### config.mk
export PLATFORM = sky130hd
export DESIGN_NAME = lm_channel_mux
export DESIGN_NICKNAME = d
export VERILOG_FILES = /design/src/rtl/lm_channel_mux.sv
export SDC_FILE = /design/constraint.sdc
export NUM_CORES = 1
export LEC_CHECK = 0
export BUFFER_PORTS_ARGS = -buffer_cell sky130_fd_sc_hd__buf_2
export CAP_MARGIN = 5
export CORE_MARGIN = 2
export CORE_UTILIZATION = 54
export DETAILED_ROUTE_END_ITERATION = 7
export PLACE_DENSITY = 0.78
export SYNTH_ARGS = -nofsm -noshare
export SYNTH_HDL_FRONTEND = slang
export SYNTH_SLANG_ARGS = --single-unit
### constraint.sdc
create_clock -name clk -period 2.1 [get_ports clk]
set_clock_uncertainty 0.15 [all_clocks]
set_input_delay 0.105 -clock clk [delete_from_list [all_inputs] [get_ports clk]]
set_output_delay 0.105 -clock clk [all_outputs]
set_load 0.01 [all_outputs]
### src/rtl/lm_channel_mux.sv
// Multi-channel LED manager: per-channel last-value/sticky registers, one paged channel on the data LEDs, blinking pending flags.
// Inputs reach the LEDs two cycles later and there is no backpressure. Define LM_SCROLL_EN to build the auto-scroll pager.
module lm_channel_mux #(
  parameter int NUM_CH      = 4,
  parameter int CH_WIDTH    = 8,
  parameter int HOLD_CYCLES = 50_000_000,
  parameter int BLINK_LOG2  = 24,
  localparam int PW         = $clog2(NUM_CH)
) (
  input  logic                         clk,
  input  logic                         rst,
  input  logic [NUM_CH*CH_WIDTH-1:0]   ch_data,
  input  logic [NUM_CH-1:0]            ch_valid,
  input  logic [NUM_CH-1:0]            ch_sticky,
  input  logic [PW-1:0]                page_sel,
  input  logic                         auto_scroll,
  input  logic                         clear,
  output logic [NUM_CH+CH_WIDTH-1:0]   leds,
  output logic [PW-1:0]                page_cur
);

  typedef enum logic {ST_MANUAL, ST_SCROLL} state_t;

  state_t                     state_q, state_d;
  logic [CH_WIDTH-1:0]        val_q [NUM_CH];
  logic [CH_WIDTH-1:0]        val_d [NUM_CH];
  logic [NUM_CH-1:0]          pend_q, pend_d;
  logic [PW-1:0]              cur_q, cur_d;
  logic [PW-1:0]              page_lim;
  logic [BLINK_LOG2-1:0]      blink_q;
  logic [NUM_CH-1:0]          status;
  logic [NUM_CH+CH_WIDTH-1:0] leds_q, leds_d;
  logic [PW-1:0]              page_cur_q;

`ifdef LM_SCROLL_EN
  localparam int HW = (HOLD_CYCLES > 1) ? $clog2(HOLD_CYCLES) : 1;
  logic [HW-1:0] hold_q, hold_d;
  logic [PW-1:0] rr_next;
  logic [PW-1:0] rr_idx;
`else
  logic unused_auto_scroll;
  assign unused_auto_scroll = auto_scroll;
`endif

  assign page_lim = (int'(page_sel) > NUM_CH - 1) ? PW'(NUM_CH - 1) : page_sel;

  // Clear is applied before the update so a same-cycle write lands on a zeroed register.
  always_comb begin
    for (int i = 0; i < NUM_CH; i++) begin
      val_d[i]  = val_q[i];
      pend_d[i] = pend_q[i];
      if (clear && (cur_q == PW'(i))) begin
        val_d[i]  = '0;
        pend_d[i] = 1'b0;
      end
      if (ch_valid[i]) begin
        if (ch_sticky[i]) begin
          val_d[i] = val_d[i] | ch_data[i*CH_WIDTH +: CH_WIDTH];
        end else begin
          val_d[i] = ch_data[i*CH_WIDTH +: CH_WIDTH];
        end
        pend_d[i] = (val_d[i] != '0);
      end
    end
  end

`ifdef LM_SCROLL_EN
  // Descending walk so the nearest pending channel after cur wins.
  always_comb begin
    rr_next = cur_q;
    rr_idx  = '0;
    for (int k = NUM_CH - 1; k >= 1; k--) begin
      rr_idx = PW'((int'(cur_q) + k) % NUM_CH);
      if (pend_q[rr_idx]) begin
        rr_next = rr_idx;
      end
    end
  end
`endif

  always_comb begin
    state_d = state_q;
    cur_d   = cur_q;
`ifdef LM_SCROLL_EN
    hold_d  = hold_q;
`endif
    case (state_q)
      ST_SCROLL: begin
`ifdef LM_SCROLL_EN
        if (!auto_scroll) begin
          state_d = ST_MANUAL;
        end else if (hold_q == HW'(HOLD_CYCLES - 1)) begin
          hold_d = '0;
          cur_d  = rr_next;
        end else begin
          hold_d = hold_q + HW'(1);
        end
`else
        state_d = ST_MANUAL;
`endif
      end
      default: begin
`ifdef LM_SCROLL_EN
        if (auto_scroll) begin
          state_d = ST_SCROLL;
          hold_d  = '0;
        end else begin
          cur_d = page_lim;
        end
`else
        cur_d = page_lim;
`endif
      end
    endcase
  end

  always_comb begin
    for (int i = 0; i < NUM_CH; i++) begin
      status[i] = pend_q[i] & (blink_q[BLINK_LOG2-1] | (cur_q == PW'(i)));
    end
  end

  assign leds_d = {status, val_q[cur_q]};

  always_ff @(posedge clk) begin
    if (rst) begin
      for (int i = 0; i < NUM_CH; i++) begin
        val_q[i] <= '0;
      end
      pend_q     <= '0;
      cur_q      <= '0;
      state_q    <= ST_MANUAL;
      blink_q    <= '0;
      leds_q     <= '0;
      page_cur_q <= '0;
`ifdef LM_SCROLL_EN
      hold_q     <= '0;
`endif
    end else begin
      for (int i = 0; i < NUM_CH; i++) begin
        val_q[i] <= val_d[i];
      end
      pend_q     <= pend_d;
      cur_q      <= cur_d;
      state_q    <= state_d;
      blink_q    <= blink_q + BLINK_LOG2'(1);
      leds_q     <= leds_d;
      page_cur_q <= cur_q;
`ifdef LM_SCROLL_EN
      hold_q     <= hold_d;
`endif
    end
  end

  assign leds     = leds_q;
  assign page_cur = page_cur_q;

endmodule
==> impl_metrics.xml, run 1 <==
<?xml version="1.0" encoding="UTF-8"?>
<metrics>
  <group name="outcome">
    <metric name="status" unit="">finished, final reports clean</metric>
  </group>
  <group name="synthesis">
    <metric name="synthTopCellsByArea" unit="">dfxtp_1 (49%), a22oi_1 (7.7%), nor2_1 (6.7%)</metric>
    <metric name="yosysWarningCount" unit="">0</metric>
    <metric name="synth-edff-count" unit="">0</metric>
    <metric name="portion_of_netlist_area_occupied_by_mux_cells" unit="%">6.113</metric>
    <metric name="synth_top_cell_area_share" unit="%">48.58</metric>
    <metric name="combinational_family_with_the_most_area_after_synthesis" unit="">simple AND/OR/NAND/NOR gates</metric>
    <metric name="syn-instance-count" unit="">335</metric>
    <metric name="syn-cell-area" unit="mm²">0.003132</metric>
    <metric name="yosys.area.top_type" unit="">dfxtp_1</metric>
    <metric name="synthDistinctLibCells" unit="">38</metric>
    <metric name="syn-mean-instance-area" unit="µm²">9.349</metric>
    <metric name="synth_fp_nets" unit="">382</metric>
    <metric name="synth_async_sr_flop_share" unit="%">0</metric>
    <metric name="synthSimpleGateAreaFrac" unit="%">24.25</metric>
    <metric name="number_of_flip_flops_and_latches_in_the_synthesized_netlist" unit="">76</metric>
    <metric name="arithmetic_cell_share_of_the_synthesized_area_counting_full_adders_half_adders_and_majority_gates" unit="%">0.3995</metric>
    <metric name="area_fraction_in_compound_gates_after_synthesis" unit="%">14.22</metric>
    <metric name="post_synth_xor_area_fraction" unit="%">3.076</metric>
    <metric name="synth_sequential_area_ratio" unit="%">48.58</metric>
    <metric name="ys_dominant_reg_cell" unit="">dfxtp_1</metric>
  </group>
  <group name="power">
    <metric name="power-per-cell-area" unit="mW/mm²">787.1</metric>
    <metric name="max-vdd-ir-drop" unit="mV">0.7052</metric>
    <metric name="leakage" unit="µW">0.001667</metric>
  </group>
  <group name="setup_path">
    <metric name="critical_path_peak_fanout" unit="">2</metric>
    <metric name="critical_path_start_type" unit="">input port</metric>
    <metric name="worstSetupEndpointType" unit="">flip-flop</metric>
    <metric name="setup.worst_path.class" unit="">input port to flip-flop</metric>
    <metric name="critPathRequiredTime" unit="ns">2.20</metric>
    <metric name="rrSetupSlack" unit="ns">0.14</metric>
    <metric name="critical_path_arrival" unit="ns">2.08</metric>
  </group>
  <group name="die">
    <metric name="ios" unit="">60</metric>
    <metric name="chipHeight" unit="µm">80.16</metric>
    <metric name="die_w" unit="µm">80.16</metric>
    <metric name="starting_utilization_of_the_core_area" unit="%">56.53</metric>
    <metric name="fp.coreArea" unit="mm²">0.005540</metric>
    <metric name="die-area" unit="mm²">0.006425</metric>
    <metric name="rows" unit="">27</metric>
  </group>
  <group name="cts">
    <metric name="clockBufferDepth" unit="">2</metric>
    <metric name="clk_root_buffer_cell" unit="">clkbuf_8</metric>
    <metric name="postCtsSetupBuffers" unit="">0</metric>
    <metric name="numCtsBuffers" unit="">9</metric>
    <metric name="clk_latency" unit="ns">0.36</metric>
    <metric name="numClockSinks" unit="">76</metric>
    <metric name="tritoncts" unit="">done</metric>
    <metric name="cts-htree-levels" unit="">3</metric>
    <metric name="clk_transition_reported_paths" unit="ns">0.08</metric>
  </group>
  <group name="placed_design">
    <metric name="dp.final_hpwl" unit="mm">5.184</metric>
    <metric name="place_inst" unit="">455</metric>
    <metric name="port_buffers" unit="">58</metric>
    <metric name="gpl.final_weighted_congestion" unit="">0.9282</metric>
    <metric name="dpl_cell_area" unit="mm²">0.003495</metric>
  </group>
  <group name="cells_and_area">
    <metric name="nets_finish" unit="">484</metric>
    <metric name="most-common-layout-cells" unit="">dfxtp_1 (74), buf_2 (58), nor2_1 (56)</metric>
    <metric name="syn_to_final_growth" unit="%">33.44</metric>
    <metric name="antennaDiodeCount" unit="">0</metric>
    <metric name="final_cell_count_no_fill" unit="">514</metric>
    <metric name="post_route_cells_drive_above_1_share" unit="%">21.95</metric>
    <metric name="final_cell_area" unit="mm²">0.004179</metric>
    <metric name="final_core_utilization" unit="%">75.43</metric>
    <metric name="layout_commonest_cell" unit="">dfxtp_1</metric>
  </group>
  <group name="grt">
    <metric name="via_count_of_the_first_global_routing_pass" unit="">3016</metric>
    <metric name="grt_first_pass_wirelength" unit="mm">13.96</metric>
    <metric name="grt_max_degree" unit="">33</metric>
    <metric name="grt_util_all_layers" unit="%">28.68</metric>
    <metric name="antenna_found_initial" unit="">0</metric>
    <metric name="global_route.overflow_total" unit="">0</metric>
  </group>
  <group name="timing">
    <metric name="fin_setup_tns" unit="ns">0</metric>
    <metric name="rsz0062_at_grt" unit="">no</metric>
    <metric name="max_clock_freq" unit="MHz">504.8</metric>
    <metric name="timing.final.hold_violations" unit="">0</metric>
    <metric name="slew_violations" unit="">0</metric>
    <metric name="setup_violations" unit="">0</metric>
    <metric name="final.min_clock_period" unit="ns">1.981</metric>
    <metric name="max_slew_margin" unit="%">55.76</metric>
    <metric name="worst-slew-pin-transition" unit="ns">0.6621</metric>
    <metric name="min_period_over_period" unit="%">94.33</metric>
  </group>
  <group name="detailed_routing">
    <metric name="drt_first_pass_iters" unit="">4</metric>
    <metric name="num_vias" unit="">3030</metric>
    <metric name="ant_nets" unit="">0</metric>
    <metric name="drc_errors" unit="">0</metric>
    <metric name="drt-wirelength-per-cell" unit="µm">16.29</metric>
    <metric name="detail_route.vias_per_cell" unit="">5.895</metric>
    <metric name="drt_first_iter_violations" unit="">176</metric>
    <metric name="route.final.wire_length" unit="mm">8.374</metric>
  </group>
  <group name="worst_hold_path">
    <metric name="timing.hold.worst.class" unit="">input port to flip-flop</metric>
  </group>
  <group name="job">
    <metric name="cap_viol_max_count" unit="">0</metric>
  </group>
</metrics>
[final cells by class]
| class | instances | area (µm²) |
|---|---|---|
| fillers | 385 | 1361 |
| clock inverters | 4 | 95.09 |
| well taps | 72 | 90.09 |
| clock buffers | 12 | 155.1 |
| multi-input cells | 235 | 1506 |
| flip-flops and latches | 76 | 1524 |
| repair buffers | 107 | 778.2 |
| inverters | 8 | 30.03 |
[cells in the mapped netlist (2+ instances only)]
| cell type | count |
|---|---|
| dfxtp_1 | 76 |
| nor2_1 | 56 |
| a22oi_1 | 32 |
| a21oi_1 | 18 |
| nand2_1 | 15 |
| nor4_1 | 14 |
| nor2b_1 | 12 |
| clkbuf_1 | 11 |
| nand3_1 | 10 |
| inv_1 | 8 |
| mux4_2 | 8 |
| nand4_1 | 7 |
| o21ai_0 | 6 |
| xnor2_1 | 6 |
| nor3_1 | 5 |
| or3_1 | 5 |
| xor2_1 | 5 |
| a21boi_1 | 4 |
| a31oi_1 | 4 |
| nor3b_1 | 4 |
| o31ai_1 | 4 |
| and4_1 | 3 |
| buf_2 | 3 |
| or4_1 | 3 |
| and3_1 | 2 |
| nand3b_1 | 2 |
[what timing repair did]
item | in CTS | in global routing
setup endpoints to repair | 0 | 3
gates resized for setup | 0 | 3
endpoints found under the hold margin | 38 | 0
hold buffers | 43 | 0
[power breakdown]
part | total, µW | internal [µW] | switching (µW) | leakage [µW]
Clock | 1380 | 853 | 529 | 0.000127
Combinational | 350 | 189 | 162 | 0.000918
Sequential | 1560 | 1500 | 54.7 | 0.000623
Total | 3290 | 2540 | 745 | 0.00167
[flip-flops by register name, indices dropped and copies added (netlist names)]
| signal | count |
|---|---|
| blink_q | 24 |
| cur_q | 2 |
| val_q | 32 |
| leds | 12 |
| pend_q | 4 |
| page_cur | 2 |
[final timing paths]
path	depth (start not counted)	from	endpoint
worst min-delay path	3	ch_valid[0]	val_q[0][4]$_SDFF_PP0_
worst max-delay path	7	ch_data[11]	pend_q[1]$_SDFFE_PP0P_
worst min register to register	1	blink_q[0]$_SDFF_PP0_	blink_q[0]$_SDFF_PP0_
worst max register to register	5	val_q[1][6]$_SDFF_PP0_	pend_q[1]$_SDFFE_PP0P_
[stage by stage]
| stage | hold WS, ns | setup slack [ns] | power [µW] |
|---|---|---|---|
| 2_1_floorplan | 0.08318 | 0.2047 | 1742 |
| 3_3_place_gp | 0.1807 | 0.1778 | 1850 |
| 3_5_place_dp | 0.1767 | 0.1197 | 1857 |
| 4_1_cts | 0.007037 | 0.09675 | 3284 |
| 5_1_grt | 0.03598 | 0.01274 | 3400 |
| 6_report | 0.002389 | 0.1192 | 3289 |
[critical path, cell delays in order]
cell	delay [ns]
dlygate4sd3_1	0.55
buf_2	0.15
nor4_1	0.28
nand4_1	0.14
a31oi_1	0.22
nor3_1	0.07
dlygate4sd3_1	0.56
[cell families (layout without fill, tap and decap cells)]
family                   after synthesis  after routing
adder cells (fa/ha/maj)                1              1
AND/OR/NAND/NOR                      146            146
AO/OA/AOI/OAI                         68             68
XOR/XNOR                              11             11
buffers and inverters                 24            131
multiplexers                           9              9
flip-flops                            76             76
[routing by layer]
metal / vias to the layer above / track usage (%) / routed length (µm)
met2: 152 / 49.33 / 4274
li1: 1426 / - / -
met1: 1401 / 30.94 / 3044
met5: - / 0 / 0
met3: 51 / 7.640 / 592
met4: 0 / 18.47 / 463
Power figures use the tool's default switching activity.
==> run 2, diff against run 1 <==
ABC_AREA = 1   (was default)
CORE_UTILIZATION = 56   (was 54)
PLACE_DENSITY = 0.79   (was 0.78)
==> run 2 against run 1 <==
- the flow now finishes with violations (DRC)
- critical path type is now flip-flop to flip-flop
- die area up 15%
- first-iteration DRC count rose by 23%
- cell area grew 12%
- global-route usage decreased by 1.5 points
- critical path depth fell by 1
- count of clock-buffer cells in the layout shrank 2
- final cell count grew 42%
- flip-flop and latch count unchanged
- via count increased by 28%
==> impl_metrics.xml, run 2 <==
<?xml version="1.0" encoding="UTF-8"?>
<metrics>
  <group name="timing">
    <metric name="rsz0062_at_grt" unit="">no</metric>
    <metric name="setup_violations" unit="">0</metric>
    <metric name="final.min_clock_period" unit="ns">1.930</metric>
    <metric name="max_clock_freq" unit="MHz">518.1</metric>
    <metric name="max_slew_margin" unit="%">66.34</metric>
    <metric name="worst-slew-pin-transition" unit="ns">0.5043</metric>
    <metric name="fin_setup_tns" unit="ns">0</metric>
    <metric name="least_setup_slack_across_all_paths_after_layout" unit="ns">0.1698</metric>
    <metric name="timing.final.hold_violations" unit="">0</metric>
    <metric name="slew_violations" unit="">0</metric>
    <metric name="min_period_over_period" unit="%">91.91</metric>
  </group>
  <group name="grt">
    <metric name="grt_util_all_layers" unit="%">27.14</metric>
    <metric name="via_count_of_the_first_global_routing_pass" unit="">3640</metric>
    <metric name="antenna_found_initial" unit="">0</metric>
    <metric name="grt_first_pass_wirelength" unit="mm">15.86</metric>
    <metric name="global_route.overflow_total" unit="">0</metric>
    <metric name="grt_max_degree" unit="">32</metric>
  </group>
  <group name="synthesis">
    <metric name="yosys.area.top_type" unit="">dfxtp_1</metric>
    <metric name="synth_fp_nets" unit="">601</metric>
    <metric name="synth-edff-count" unit="">0</metric>
    <metric name="synth_top_cell_area_share" unit="%">40.61</metric>
    <metric name="synthDistinctLibCells" unit="">30</metric>
    <metric name="synth.most_common_cell" unit="">nand2_1</metric>
    <metric name="syn-cell-area" unit="mm²">0.003746</metric>
    <metric name="synthTopCellsByArea" unit="">dfxtp_1 (41%), nand2_1 (13%), inv_1 (7.4%)</metric>
    <metric name="syn-mean-instance-area" unit="µm²">6.762</metric>
    <metric name="ys_top_cells_by_count" unit="">nand2_1 (125), dfxtp_1 (76), inv_1 (74)</metric>
    <metric name="portion_of_netlist_area_occupied_by_mux_cells" unit="%">0</metric>
    <metric name="ys_dominant_reg_cell" unit="">dfxtp_1</metric>
    <metric name="area_fraction_in_compound_gates_after_synthesis" unit="%">16.70</metric>
    <metric name="combinational_family_with_the_most_area_after_synthesis" unit="">simple AND/OR/NAND/NOR gates</metric>
    <metric name="number_of_flip_flops_and_latches_in_the_synthesized_netlist" unit="">76</metric>
    <metric name="synth_sequential_area_ratio" unit="%">40.61</metric>
    <metric name="synthSimpleGateAreaFrac" unit="%">31.16</metric>
    <metric name="syn-instance-count" unit="">554</metric>
    <metric name="post_synth_xor_area_fraction" unit="%">0.4676</metric>
    <metric name="yosysWarningCount" unit="">0</metric>
    <metric name="synth_async_sr_flop_share" unit="%">0</metric>
    <metric name="arithmetic_cell_share_of_the_synthesized_area_counting_full_adders_half_adders_and_majority_gates" unit="%">0.3340</metric>
  </group>
  <group name="setup_path">
    <metric name="critPathRequiredTime" unit="ns">2.19</metric>
    <metric name="cp_cell_sequence" unit="">inv_1, nand3_2, nand3_1, nand2_1, nor3b_1, dlygate4sd3_1</metric>
    <metric name="setup.worst_path.class" unit="">flip-flop to flip-flop</metric>
    <metric name="critical_path_cell_count" unit="">6</metric>
    <metric name="worstSetupEndpointType" unit="">flip-flop</metric>
    <metric name="critical-path-max-stage-delay" unit="ns">0.56</metric>
    <metric name="worstPathBufferInverterCount" unit="">2</metric>
    <metric name="critical_path_arrival" unit="ns">2.02</metric>
    <metric name="path_delay_family" unit="">buffers and inverters</metric>
    <metric name="critical_path_peak_fanout" unit="">16</metric>
    <metric name="critPathSlowestCell" unit="">dlygate4sd3_1</metric>
    <metric name="startpoint_of_the_lowest_slack_register_to_register_path" unit="">cur_q[0]$_SDFF_PP0_</metric>
    <metric name="r2r_cells" unit="">6</metric>
    <metric name="critical_path_start_type" unit="">flip-flop</metric>
    <metric name="timing_startpoint_of_the_critical_path" unit="">cur_q[0]$_SDFF_PP0_</metric>
  </group>
  <group name="detailed_routing">
    <metric name="drt-wirelength-per-cell" unit="µm">13.36</metric>
    <metric name="num_vias" unit="">3874</metric>
    <metric name="route.final.wire_length" unit="mm">9.725</metric>
    <metric name="drt_first_pass_iters" unit="">7</metric>
    <metric name="ant_nets" unit="">0</metric>
    <metric name="drt_first_iter_violations" unit="">216</metric>
    <metric name="drc_errors" unit="">2</metric>
    <metric name="detail_route.vias_per_cell" unit="">5.321</metric>
  </group>
  <group name="cts">
    <metric name="numCtsBuffers" unit="">9</metric>
    <metric name="clk_latency" unit="ns">0.35</metric>
    <metric name="clk_transition_reported_paths" unit="ns">0.08</metric>
    <metric name="tritoncts" unit="">done</metric>
    <metric name="clk_root_buffer_cell" unit="">clkbuf_8</metric>
    <metric name="cts-htree-levels" unit="">3</metric>
    <metric name="numClockSinks" unit="">76</metric>
    <metric name="postCtsSetupBuffers" unit="">0</metric>
    <metric name="clockBufferDepth" unit="">2</metric>
  </group>
  <group name="die">
    <metric name="fp.coreArea" unit="mm²">0.006422</metric>
    <metric name="chipHeight" unit="µm">85.79</metric>
    <metric name="ios" unit="">60</metric>
    <metric name="starting_utilization_of_the_core_area" unit="%">58.33</metric>
    <metric name="die-area" unit="mm²">0.007360</metric>
    <metric name="rows" unit="">29</metric>
    <metric name="die_w" unit="µm">85.79</metric>
  </group>
  <group name="placed_design">
    <metric name="dp.final_hpwl" unit="mm">6.431</metric>
    <metric name="place_worst_setup_slack" unit="ns">0.4197</metric>
    <metric name="gpl.final_weighted_congestion" unit="">0.8602</metric>
    <metric name="place_inst" unit="">675</metric>
    <metric name="port_buffers" unit="">58</metric>
  </group>
  <group name="power">
    <metric name="power-per-cell-area" unit="mW/mm²">687.4</metric>
    <metric name="overall_power_of_the_completed_layout" unit="µW">3208</metric>
    <metric name="leakage" unit="µW">0.002129</metric>
    <metric name="max-vdd-ir-drop" unit="mV">0.5445</metric>
  </group>
  <group name="cells_and_area">
    <metric name="filler_instances" unit="">537</metric>
    <metric name="largest-register" unit="">val_q</metric>
    <metric name="final_cell_count_no_fill" unit="">728</metric>
    <metric name="antennaDiodeCount" unit="">0</metric>
    <metric name="nets_finish" unit="">693</metric>
    <metric name="layout_commonest_cell" unit="">nand2_1</metric>
    <metric name="largest_reg_flops" unit="">32</metric>
    <metric name="most-common-layout-cells" unit="">nand2_1 (125), inv_1 (74), dfxtp_1 (74)</metric>
    <metric name="post_route_cells_drive_above_1_share" unit="%">15.21</metric>
    <metric name="final_core_utilization" unit="%">72.67</metric>
    <metric name="syn_to_final_growth" unit="%">24.58</metric>
  </group>
  <group name="worst_hold_path">
    <metric name="hold_path_depth" unit="">7</metric>
    <metric name="timing.hold.worst.class" unit="">input port to flip-flop</metric>
    <metric name="hold_path.startpoint" unit="">ch_data[18]</metric>
  </group>
  <group name="outcome">
    <metric name="status" unit="">complete, but fails checks</metric>
    <metric name="violations" unit="">DRC</metric>
  </group>
  <group name="job">
    <metric name="cap_viol_max_count" unit="">0</metric>
  </group>
</metrics>
-- run 2: where the power goes --
part	internal, µW	switching, µW	leakage (µW)
Sequential	1510	51.5	0.000625
Combinational	184	222	0.00139
Clock	701	538	0.000116
Total	2400	811	0.00213
-- run 2: repair_timing --
| item | 4_1_cts | 5_1_grt |
|---|---|---|
| endpoints found under the hold margin | 34 | 0 |
| gates resized for setup | 0 | 2 |
| setup endpoints to repair | 0 | 3 |
| hold buffers | 37 | 0 |
-- run 2: layer usage --
layer / up-vias / wire length (µm) / global-route usage (%)
met5: - / 0 / 0
met4: 0 / 201 / 10.82
met3: 21 / 516 / 3.850
met2: 137 / 4805 / 47.73
met1: 1755 / 4201 / 33.41
li1: 1961 / - / -
-- run 2: worst paths after layout --
kind                            end  slack (ns)
max          val_q[2][2]$_SDFF_PP0_        0.17
min          pend_q[2]$_SDFFE_PP0P_        0.02
max reg2reg  val_q[2][2]$_SDFF_PP0_        0.17
min reg2reg     leds[11]$_SDFF_PP0_        0.30
-- run 2: worst register-to-register path: stages (launching register included) --
cell           delay (ns)
dfxtp_2              0.38
inv_1                0.11
nand3_2              0.26
nand3_1              0.16
nand2_1              0.08
nor3b_1              0.14
dlygate4sd3_1        0.56
-- run 2: cell type report --
| type | instances | area, µm² | area share [%] |
|---|---|---|---|
| Clock buffer | 10 | 137.6 | 2.949 |
| Inverter | 74 | 277.8 | 5.952 |
| Sequential cell | 76 | 1524 | 32.65 |
| Clock inverter | 6 | 87.58 | 1.877 |
| Tap cell | 77 | 96.34 | 2.064 |
| Timing Repair Buffer | 103 | 720.7 | 15.44 |
| Multi-Input combinational cell | 382 | 1823 | 39.06 |
-- run 2: kinds of logic after synthesis --
group / count (synthesis)
AND/OR/NAND/NOR: 266
buffers and inverters: 96
XOR/XNOR: 2
flip-flops: 76
adder cells (fa/ha/maj): 1
AO/OA/AOI/OAI: 113
-- run 2: metrics by stage --
| stage | area (µm²) | hold slack [ns] |
|---|---|---|
| detailed placement | 4069 | 0.1759 |
| CTS | 4664 | 0.02146 |
| floorplan | 3746 | 0.06197 |
| global route | 4667 | 0.05664 |
| finish | 4667 | 0.02247 |
| global placement | 4069 | 0.1770 |
==> run 3, diff against run 2 <==
CORE_UTILIZATION = 50   (was 56)
CTS_BUF_LIST = sky130_fd_sc_hd__clkbuf_2   (was default)
GPL_TIMING_DRIVEN = 0   (was default)
PLACE_DENSITY = 0.72   (was 0.79)
==> run 3 against run 2 <==
- total power decreased by 15%
- die area increased by 11%
- critical endpoint is now val_q[3][5]$_SDFF_PP0_
- the flow now finishes without violations
- worst hold slack improved by 0.083 ns
- critical path type unchanged
- clock power decreased by 46%
==> impl_metrics.xml, run 3 (synthesis results as in run 2) <==
<?xml version="1.0" encoding="UTF-8"?>
<metrics>
  <group name="outcome">
    <metric name="status" unit="">finished, final reports clean</metric>
  </group>
  <group name="cells_and_area">
    <metric name="layout_commonest_cell" unit="">nand2_1</metric>
    <metric name="largest_reg_flops" unit="">32</metric>
    <metric name="final_cell_area" unit="mm²">0.004979</metric>
    <metric name="most-common-layout-cells" unit="">nand2_1 (125), dfxtp_1 (75), inv_1 (72), nor2_1 (72), dlygate4sd3_1 (72)</metric>
    <metric name="syn_to_final_growth" unit="%">32.90</metric>
    <metric name="post_route_cells_drive_above_1_share" unit="%">13.94</metric>
    <metric name="antennaDiodeCount" unit="">0</metric>
    <metric name="final_core_utilization" unit="%">68.64</metric>
    <metric name="final_cell_count_no_fill" unit="">795</metric>
    <metric name="multiInputGateArea" unit="mm²">0.001843</metric>
    <metric name="largest-register" unit="">val_q</metric>
    <metric name="layout.area.seq" unit="mm²">0.001525</metric>
    <metric name="filler_instances" unit="">616</metric>
    <metric name="nets_finish" unit="">739</metric>
  </group>
  <group name="power">
    <metric name="leakage" unit="µW">0.002215</metric>
    <metric name="power-per-cell-area" unit="mW/mm²">548.0</metric>
    <metric name="max-vdd-ir-drop" unit="mV">0.3996</metric>
  </group>
  <group name="timing">
    <metric name="least_setup_slack_across_all_paths_after_layout" unit="ns">0.08685</metric>
    <metric name="timing.final.hold_violations" unit="">0</metric>
    <metric name="rsz0062_at_grt" unit="">no</metric>
    <metric name="slew_violations" unit="">0</metric>
    <metric name="fin_setup_tns" unit="ns">0</metric>
    <metric name="final.min_clock_period" unit="ns">2.013</metric>
    <metric name="setup_violations" unit="">0</metric>
    <metric name="max_slew_margin" unit="%">58.30</metric>
    <metric name="max_clock_freq" unit="MHz">496.7</metric>
    <metric name="worst-slew-pin-transition" unit="ns">0.6256</metric>
    <metric name="min_period_over_period" unit="%">95.86</metric>
  </group>
  <group name="cts">
    <metric name="tritoncts" unit="">done</metric>
    <metric name="numClockSinks" unit="">76</metric>
    <metric name="numCtsBuffers" unit="">9</metric>
    <metric name="clockBufferDepth" unit="">2</metric>
    <metric name="clk_transition_reported_paths" unit="ns">0.21</metric>
    <metric name="cts-htree-levels" unit="">3</metric>
    <metric name="clk_root_buffer_cell" unit="">clkbuf_2</metric>
    <metric name="clk_latency" unit="ns">0.53</metric>
  </group>
  <group name="die">
    <metric name="starting_utilization_of_the_core_area" unit="%">51.65</metric>
    <metric name="die_w" unit="µm">90.56</metric>
    <metric name="fp.coreArea" unit="mm²">0.007253</metric>
    <metric name="ios" unit="">60</metric>
    <metric name="rows" unit="">31</metric>
    <metric name="die-area" unit="mm²">0.008200</metric>
    <metric name="chipHeight" unit="µm">90.56</metric>
  </group>
  <group name="detailed_routing">
    <metric name="drt_first_iter_violations" unit="">321</metric>
    <metric name="route.final.wire_length" unit="mm">10.57</metric>
    <metric name="drc_errors" unit="">0</metric>
    <metric name="detail_route.vias_per_cell" unit="">5.175</metric>
    <metric name="drt-wirelength-per-cell" unit="µm">13.29</metric>
    <metric name="ant_nets" unit="">0</metric>
    <metric name="num_vias" unit="">4114</metric>
    <metric name="drt_first_pass_iters" unit="">6</metric>
  </group>
  <group name="grt">
    <metric name="grt_first_pass_wirelength" unit="mm">17.59</metric>
    <metric name="grt_max_degree" unit="">13</metric>
    <metric name="via_count_of_the_first_global_routing_pass" unit="">3879</metric>
    <metric name="grt_util_all_layers" unit="%">26.71</metric>
    <metric name="antenna_found_initial" unit="">0</metric>
    <metric name="global_route.overflow_total" unit="">0</metric>
  </group>
  <group name="job">
    <metric name="cap_viol_max_count" unit="">0</metric>
  </group>
  <group name="placed_design">
    <metric name="gpl.final_weighted_congestion" unit="">0.8690</metric>
    <metric name="port_buffers" unit="">54</metric>
    <metric name="place_inst" unit="">707</metric>
    <metric name="dpl_cell_area" unit="mm²">0.004140</metric>
    <metric name="place_worst_setup_slack" unit="ns">0.3009</metric>
    <metric name="dp.final_hpwl" unit="mm">7.016</metric>
  </group>
  <group name="worst_hold_path">
    <metric name="timing.hold.worst.class" unit="">input port to flip-flop</metric>
  </group>
  <group name="setup_path">
    <metric name="setup.worst_path.class" unit="">flip-flop to flip-flop</metric>
    <metric name="critical_path_arrival" unit="ns">2.30</metric>
    <metric name="critical_path_start_type" unit="">flip-flop</metric>
    <metric name="critPathRequiredTime" unit="ns">2.39</metric>
    <metric name="worstSetupEndpointType" unit="">flip-flop</metric>
    <metric name="critical_path_peak_fanout" unit="">10</metric>
  </group>
</metrics>
[run 3: cell count changes in the layout (fill, tap and decap cells not counted), sizes merged]
cell,delta
bufinv,-2
clkbuf,+13
buf,-2
clkinv,-1
dlygate4sd3,+35
clkinvlp,+2
[run 3: metal layers]
| layer | vias up | global-route usage, % | share of wire [%] |
|---|---|---|---|
| met5 | - | 0 | 0 |
| met4 | 0 | 8.590 | 1.6 |
| met3 | 21 | 5.676 | 5.5 |
| met2 | 162 | 46.39 | 50 |
| met1 | 1876 | 32.93 | 43 |
| li1 | 2055 | - | - |
[run 3: what timing repair did]
item,4_1_cts,5_1_grt
hold endpoints to repair,38,0
hold buffers,72,0
setup buffers,0,1
endpoints found under the setup margin,0,21
gates resized for setup,0,13
[run 3: final timing paths]
kind         slack [ns]                   start                     end  cells after the start
max                0.09     cur_q[1]$_SDFF_PP0_  val_q[3][5]$_SDFF_PP0_                      8
min                0.11            ch_sticky[1]  pend_q[1]$_SDFFE_PP0P_                      7
max reg2reg        0.09     cur_q[1]$_SDFF_PP0_  val_q[3][5]$_SDFF_PP0_                      8
min reg2reg        0.31  pend_q[3]$_SDFFE_PP0P_     leds[11]$_SDFF_PP0_                      2
[run 3: report_power, final]
group | internal, µW | switching (µW)
clock network | 147 | 517
registers | 1510 | 50.3
logic | 246 | 253
[run 3: critical path: stages, from the launching register on]
cell	delay (ns)
dfxtp_4	0.44
buf_6	0.16
nand3_4	0.08
buf_6	0.15
nand2_1	0.09
o21bai_1	0.09
dlygate4sd3_1	0.58
o21ai_1	0.13
inv_1	0.05
[run 3: cell type report]
type	instances	share of cell area (%)
sequential	76	30.64
tap	99	2.488
buffer	22	2.614
clock buffer	10	1.005
timing repair buffer	127	20.06
multi-input combinational	382	37.02
clock inverter	5	0.6032
inverter	74	5.579
[run 3: through the flow]
| stage | total power, µW | hold slack [ns] |
|---|---|---|
| global placement | 1941 | 0.1779 |
| CTS | 2707 | 0.06795 |
| floorplan | 1823 | 0.06197 |
| global route | 2868 | 0.1619 |
| finish | 2728 | 0.1058 |
| detailed placement | 1952 | 0.1895 |
